--- src/rtl/mac_pkg.sv ---
// mac_pkg: shared types and default widths for the MAC sequencer.
//   state_e     - sequencer FSM states
//   MAC_DW_DEF  - default operand/accumulator width
//   MAC_LW_DEF  - default element-count width
package mac_pkg;

  localparam int MAC_DW_DEF = 4;
  localparam int MAC_LW_DEF = 4;

  typedef enum logic [1:0] {
    IDLE  = 2'd0,
    CLEAR = 2'd1,
    ACCUM = 2'd2,
    DONE  = 2'd3
  } state_e;

endpackage

--- src/rtl/mac.sv ---
// mac: multiply-accumulate datapath, all arithmetic modulo 2^DW.
//   clk   in   clock
//   clear in   zero the accumulator (wins over load)
//   load  in   add a*b into the accumulator
//   a, b  in   DW-bit operands
//   acc   out  DW-bit accumulator
// There is no reset port. The owner resets the accumulator through clear.
module mac
  import mac_pkg::*;
#(
  parameter int DW = MAC_DW_DEF
) (
  input  logic          clk,
  input  logic          clear,
  input  logic          load,
  input  logic [DW-1:0] a,
  input  logic [DW-1:0] b,
  output logic [DW-1:0] acc
);

  logic [DW-1:0] acc_q;
  logic [DW-1:0] prod;

  // The product is truncated to DW bits. Overflow wraps with no flag.
  assign prod = a * b;

  always_ff @(posedge clk) begin
    if (clear)     acc_q <= '0;
    else if (load) acc_q <= acc_q + prod;
  end

  assign acc = acc_q;

endmodule

--- src/rtl/mac_seq_ctrl.sv ---
// mac_seq_ctrl: sequences one dot product of len operand pairs through mac.
//   sys_clock, sys_rst_n    clock, synchronous active-low reset
//   start, len              job request (sampled in IDLE only), element count
//   abort                   drop the current job, no result
//   in_valid/in_ready       operand-pair handshake, in_a/in_b operands
//   result/result_valid     dot product mod 2^DW, held until result_ready
//   busy                    high outside IDLE
module mac_seq_ctrl
  import mac_pkg::*;
#(
  parameter int DW = MAC_DW_DEF,
  parameter int LW = MAC_LW_DEF
) (
  input  logic          sys_clock,
  input  logic          sys_rst_n,
  input  logic          start,
  input  logic [LW-1:0] len,
  input  logic          abort,
  input  logic          in_valid,
  input  logic [DW-1:0] in_a,
  input  logic [DW-1:0] in_b,
  output logic          in_ready,
  output logic [DW-1:0] result,
  output logic          result_valid,
  input  logic          result_ready,
  output logic          busy
);

  state_e        state_q, state_d;
  logic [LW-1:0] cnt_q, cnt_d;
  logic [LW-1:0] tgt_q, tgt_d;
  logic [LW-1:0] cnt_inc;
  logic          xfer;
  logic          mac_clear;

  assign in_ready     = (state_q == ACCUM);
  assign result_valid = (state_q == DONE);
  assign busy         = (state_q != IDLE);

  // An abort in the same cycle discards the pair, so it never reaches the accumulator.
  assign xfer    = in_valid && in_ready && !abort;
  assign cnt_inc = cnt_q + LW'(1);

  always_ff @(posedge sys_clock) begin
    if (!sys_rst_n) begin
      state_q <= IDLE;
      cnt_q   <= '0;
      tgt_q   <= '0;
    end else begin
      state_q <= state_d;
      cnt_q   <= cnt_d;
      tgt_q   <= tgt_d;
    end
  end

  always_comb begin
    state_d = state_q;
    cnt_d   = cnt_q;
    tgt_d   = tgt_q;
    unique case (state_q)
      IDLE: begin
        // An abort arriving with start is ignored. Start wins.
        if (start) begin
          tgt_d   = len;
          cnt_d   = '0;
          state_d = CLEAR;
        end
      end
      CLEAR: begin
        if (abort)              state_d = IDLE;
        else if (tgt_q == '0)   state_d = DONE;
        else                    state_d = ACCUM;
      end
      ACCUM: begin
        if (abort) begin
          state_d = IDLE;
        end else if (xfer) begin
          // cnt stops at tgt_q, which is at most 2^LW-1, so it cannot wrap.
          cnt_d = cnt_inc;
          if (cnt_inc == tgt_q) state_d = DONE;
        end
      end
      DONE: begin
        if (abort || result_ready) state_d = IDLE;
      end
      default: state_d = IDLE;
    endcase
  end

  // Reset also clears the accumulator, so an operand presented during reset is never accumulated.
  assign mac_clear = (state_q == CLEAR) || !sys_rst_n;

  mac #(.DW(DW)) u_mac (
    .clk   (sys_clock),
    .clear (mac_clear),
    .load  (xfer),
    .a     (xfer ? in_a : '0),
    .b     (xfer ? in_b : '0),
    .acc   (result)
  );

endmodule

--- config.mk ---
export PLATFORM = sky130hd
export DESIGN_NAME = mac_seq_ctrl
export DESIGN_NICKNAME = d
export VERILOG_FILES = /design/src/rtl/mac_pkg.sv /design/src/rtl/mac.sv /design/src/rtl/mac_seq_ctrl.sv
export SDC_FILE = /design/constraint.sdc
export NUM_CORES = 1
export LEC_CHECK = 0
export ABC_AREA = 1
export CAP_MARGIN = 20
export CORE_MARGIN = 3
export CORE_UTILIZATION = 52
export CTS_BUF_LIST = sky130_fd_sc_hd__clkbuf_8
export CTS_CLUSTER_DIAMETER = 50
export DETAILED_ROUTE_END_ITERATION = 8
export PLACE_DENSITY = 0.87
export SYNTH_ARGS = -nofsm -noshare
export SYNTH_HDL_FRONTEND = slang
export SYNTH_HIERARCHICAL = 1
export SYNTH_SLANG_ARGS = --single-unit
--- constraint.sdc ---
create_clock -name sys_clock -period 4.1 [get_ports sys_clock]
set_input_delay 1.025 -clock sys_clock [delete_from_list [all_inputs] [get_ports sys_clock]]
set_output_delay 1.025 -clock sys_clock [all_outputs]
set_load 0.02 [all_outputs]
## Word level (Yosys, flattened, before mapping)

Index checks and enable logic that the tools add are counted.

| storage, ports and cells | value |
|---|---|
| output and inout bits | 7 |
| bits of input ports | 18 |
| bits in registers | 14 |

| operators by class | value |
|---|---|
| muxes and demuxes | 14 |
| add/subtract/negate cells | 2 |
| multipliers | 1 |
| reduce and logical (&&, ||, !) cells | 13 |
| equal/unequal tests | 10 |

Operators with widths:

| operator | count |
|---|---|
| 4-bit two-way mux | 5 |
| 2-bit two-way mux | 6 |
| 2-bit one-hot mux with 4 select lines | 1 |
| 4-bit one-hot mux with 2 select lines | 1 |
| 4-bit AND reduction | 2 |
| 3-bit by 2-bit != test with 1-bit output, second input constant | 2 |
| 4-bit by 1-bit adder with 4-bit output, second input constant | 1 |
| 4-bit adder | 1 |
| 2-bit == test, second input constant | 2 |
| 4-bit == test | 1 |
| 4-bit zero test | 1 |
| 4-bit by 4-bit multiplier with 4-bit output | 1 |
| 2-bit by 1-bit != test with 1-bit output, second input constant | 2 |
| 2-bit != test, second input constant | 2 |
| 2-bit nonzero test | 2 |
| 2-bit by 1-bit == test with 1-bit output, second input constant | 1 |
| 1-bit logical AND | 2 |
| 1-bit zero test | 2 |
| 2-bit zero test | 1 |
| 1-bit logical OR | 2 |
| 2-bit AND reduction | 1 |
| 1-bit two-way mux | 1 |

## Longest topological paths before layout

| logic depth | value |
|---|---|
| depth in word-level cells | 6 |
| mapped depth | 21 |

## By module

Netlist, hierarchy kept.

By module, submodules not included:

| module | sequential area each (sq um) | times used | area an instance (sq um) | cells each |
|---|---|---|---|---|
| mac_seq_ctrl | 200.2 | 1 | 659.4 | 111 |
| mac | 80.1 | 1 | 484.2 | 81 |

## Worst setup path after synthesis

OpenSTA, ideal clock, no wires.

| timing | value |
|---|---|
| kind | input port to flip-flop |
| start | input port abort |
| end | register u_mac.acc_q[3], in the netlist u_mac/acc[3] |
| path slack | 0.360 ns |
| stages | 19 |
| data required time | 3.978 ns |
| path buffers | 0 |
| arrival time | 3.618 ns |
| cell sequence | inv_1 > nand2_2 > inv_2 > nand2_4 > nor2_1 > nand2_1 > inv_1 > ha_1 > ha_1 > fa_1 > fa_1 > nand2_1 > inv_1 > nor2_1 > nand3_1 > nand2_1 > nand3_1 > nand2_1 > a21oi_2 |

| between the ends | value |
|---|---|
| longest elaborated chain between the ends | 5 |

Ends and longest elaborated chain:

| element | RTL line | text |
|---|---|---|
| start, declared | mac_seq_ctrl.sv:18 | `input logic abort,` |
| 1-bit zero test * | mac_seq_ctrl.sv:41 | `assign xfer = in_valid && in_ready && !abort;` |
| 1-bit logical AND * | mac_seq_ctrl.sv:41 |  |
| 4-bit two-way mux, on equally long branches | mac_seq_ctrl.sv:97, mac_seq_ctrl.sv:98 |  |
| 4-bit by 4-bit multiplier with 4-bit output | mac.sv:25 | `assign prod = a * b;` |
| 4-bit adder | mac.sv:29 | `else if (load) acc_q <= acc_q + prod;` |
| end signal, assigned | mac.sv:29 |  |
| end, declared | mac.sv:21 | `logic [DW-1:0] acc_q;` |

Mark *: on every way between the ends. The rest lies on a longest branch, timed or not.
A chain may end at the register's enable or synchronous reset.

## Worst setup path in the final report

Ends and elaborated chain as after synthesis.

==> flow_summary.ini <==
[run_status]
outcome = finished clean

[route]
route.detailed.wl_per_inst_microns = 11.6
num_vias = 1286
wirelength_microns = 2930
drc = 0
first_iter_violations = 29
drt_pass1_iterations = 5
viasPerCell = 5.08
ant_nets = 0

[cells_and_area]
layout-drive-gt1-share_pct = 12.4
regArea_sq_um = 280
fin_cells = 253
multi_input_area_sq_um = 686
final_cell_mix = 50 x nand2_1, 40 x inv_1, 24 x clkdlybuf4s50_1, 20 x nor2_1, 17 x nand3_1
area_growth_pct = 33.4
nNetsFinal = 254
fill_cells = 166
finalCoreUtilization_pct = 75.4
diodes = 0
final_common_cell = nand2_1

[timing]
slew_viol_final = 0
worst_pin_slew_ns = 0.337
fin_crit_ns = 3.93
finalSetupViolCount = 0
hold_viol_final = 0
slew_headroom_pct = 77.4
fmaxAchievable_mhz = 255
finalCritPeriodShare_pct = 95.8
finClkSkew_ns = 0.00199

[clocking]
post-cts-setup-buffer-count = 0
clkTransAtPathRegs_ns = 0.06
clock_path_buffers = 2
clk_latency_ns = 0.25
cts.sinks = 14
cts_inserted_buffers = 3
cts_tree = done
cts-root-buf = clkbuf_8
htreeDepth = 1
hold_buffers = 0

[setup_path]
worstSetupPathDepth = 20
crit_slowest_cell = fa_1
r2r_end = u_mac/acc[3]
r2r_start = state_q[1]
crit_end = u_mac/acc[3]
cp-start-kind = input port
critical_path_required_ns = 4.23
path_common_cell = nand2_1
arrival_ns = 4.06
critical_path_buf_inv_count = 5
cp-startpoint = abort
crit_family = adder cells
path_class = in2reg
reg2reg_depth = 20
end_kind = flop
cp_max_fo = 7
ff2ff_setup_slack_ns = 0.92
crit_chain = clkdlybuf4s50_1, inv_1, nand2_2, inv_2, nand2_4, nor2_1, nand2_1, inv_1, ha_1, ha_1, fa_1, fa_2, nand2_1, inv_1, nor2_1, nand3_1, nand2_1, nand3_1, nand2_1, a21oi_2
cpPeakStageDelay_ns = 0.50

[synthesis]
synth_top_cell_area_share_pct = 24.5
synth_area_leaders = dfxtp_1 25%, nand2_1 16%, inv_1 13%, ha_1 7.7%, nand3_1 7.4%
syn_inst = 192
ys_types = 21
syn_avg_cell_area_sq_um = 5.96
synth_seq_cells = 14
syn_area_sq_um = 1140
ys_seq_area_share_pct = 24.5
yosysWarnings = 6
synth_area_leader_cell = dfxtp_1
syn_nets = 219

[floorplanning]
die_y_microns = 52.9
die_w_microns = 52.9
start_util_pct = 56.6
fp.coreArea_sq_um = 2020
die_area_sq_um = 2800
io_pins = 25
rows = 16

[grt]
grt_pass1_vias = 1250
antenna_found_initial = 0
grt_pass1_wl_microns = 5160
grt_overflow = 0
grt_max_degree = 11
grt_usage_pct = 24.5

[power_and_ir_drop]
p_total_mw = 0.484
powerDensity_nw_per_um2 = 317
seq_power_share_pct = 35.5
netSwitchingFraction_pct = 34.9
leakage_nw = 0.846
p_sw_mw = 0.169
p_int_mw = 0.315
clockPowerShare_pct = 28.0
max-vdd-ir-drop_v = 0.000326
combPwrFrac_pct = 36.5

[placed_design]
place.gp.congestion = 0.870
dp_hpwl_microns = 2280
port_buffers = 24
dpl.cell_count = 249

[min_path]
hp-class = reg2reg

[job]
cap_violations = 0
==> area by class of cell <==
class,instances,area share [%]
timing repair buffer,31,19.2
sequential,14,18.4
inverter,46,11.6
clock buffer,4,3.61
tap,27,2.21
multi-input combinational,131,45.0
==> Yosys cell counts <==
library cell and count:
a21oi_2 1, fa_1 2, nand3_1 17, inv_1 40
xnor2_1 1, nand2_1 50, nor2_2 1, a21oi_1 10
nor2_1 22, nand4_1 1, o21ai_0 9, buf_4 1
dfxtp_1 14, nand2_2 3, nor3_1 3, nand2_4 1
inv_2 5, ha_1 7, o21ai_1 1, clkinv_4 1
nand3_2 2
==> through the flow <==
step,TNS (ns),hold WS [ns],setup WS (ns),instance area (sq um)
5_1_grt,-0.0102,0.509,-0.0102,1530
3_3_place_gp,0,0.464,0.00278,1460
2_1_floorplan,0,0.449,0.360,1140
6_report,0,0.487,0.173,1530
3_5_place_dp,-0.0956,0.479,-0.0956,1460
4_1_cts,0,0.487,0.139,1520
==> worst min path at each step <==
stage / cells after the start / start / endpoint / slack (ns)
after floorplan: 2 / tgt_q[1] / tgt_q[1] / 0.45
after global placement: 2 / cnt_q[3] / cnt_q[3] / 0.46
after detailed placement: 2 / tgt_q[1] / tgt_q[1] / 0.48
after CTS: 2 / tgt_q[1] / tgt_q[1] / 0.49
after global routing: 2 / tgt_q[1] / tgt_q[1] / 0.51
final: 2 / tgt_q[1] / tgt_q[1] / 0.49
==> flip-flops by register name, summed over array words and instances (netlist names) <==
name / flops
u_mac/acc: 4
cnt_q: 4
tgt_q: 4
state_q: 2
==> cell families after synthesis <==
logic type,Yosys count,synth area share [%]
AOI/OAI and AO/OA,21,9.52
DFF,14,24.5
adders and majority gates,9,11.2
and+or+nand+nor,100,37.9
buffers and inverters,47,16.2
xor gates and xnor gates,1,0.766
==> worst min-delay path, stage by stage (launching register included) <==
cell     delay [ns]
dfxtp_1        0.34
inv_1          0.06
a21oi_1        0.05
==> power groups by stage <==
stage	logic, mW	registers [mW]	clock network [mW]
finish	0.177	0.172	0.136
global route	0.195	0.175	0.146
CTS	0.176	0.172	0.139
detailed placement	0.174	0.175	0
global placement	0.168	0.173	0
floorplan	0.107	0.173	0
==> repair_timing <==
| action | in CTS | in global routing |
|---|---|---|
| hold endpoints to repair | 0 | 0 |
| endpoints found under the setup margin | 0 | 1 |
| resized for setup | 0 | 3 |
==> layer usage <==
layer	global-route usage, %	vias to the layer above	routed length [microns]
li1	-	660	-
met1	27.6	594	1230
met2	44.0	28	1540
met3	5.63	4	116
met4	9.36	0	38
met5	0	-	0
Note: power is estimated with default switching activity, not from simulation.
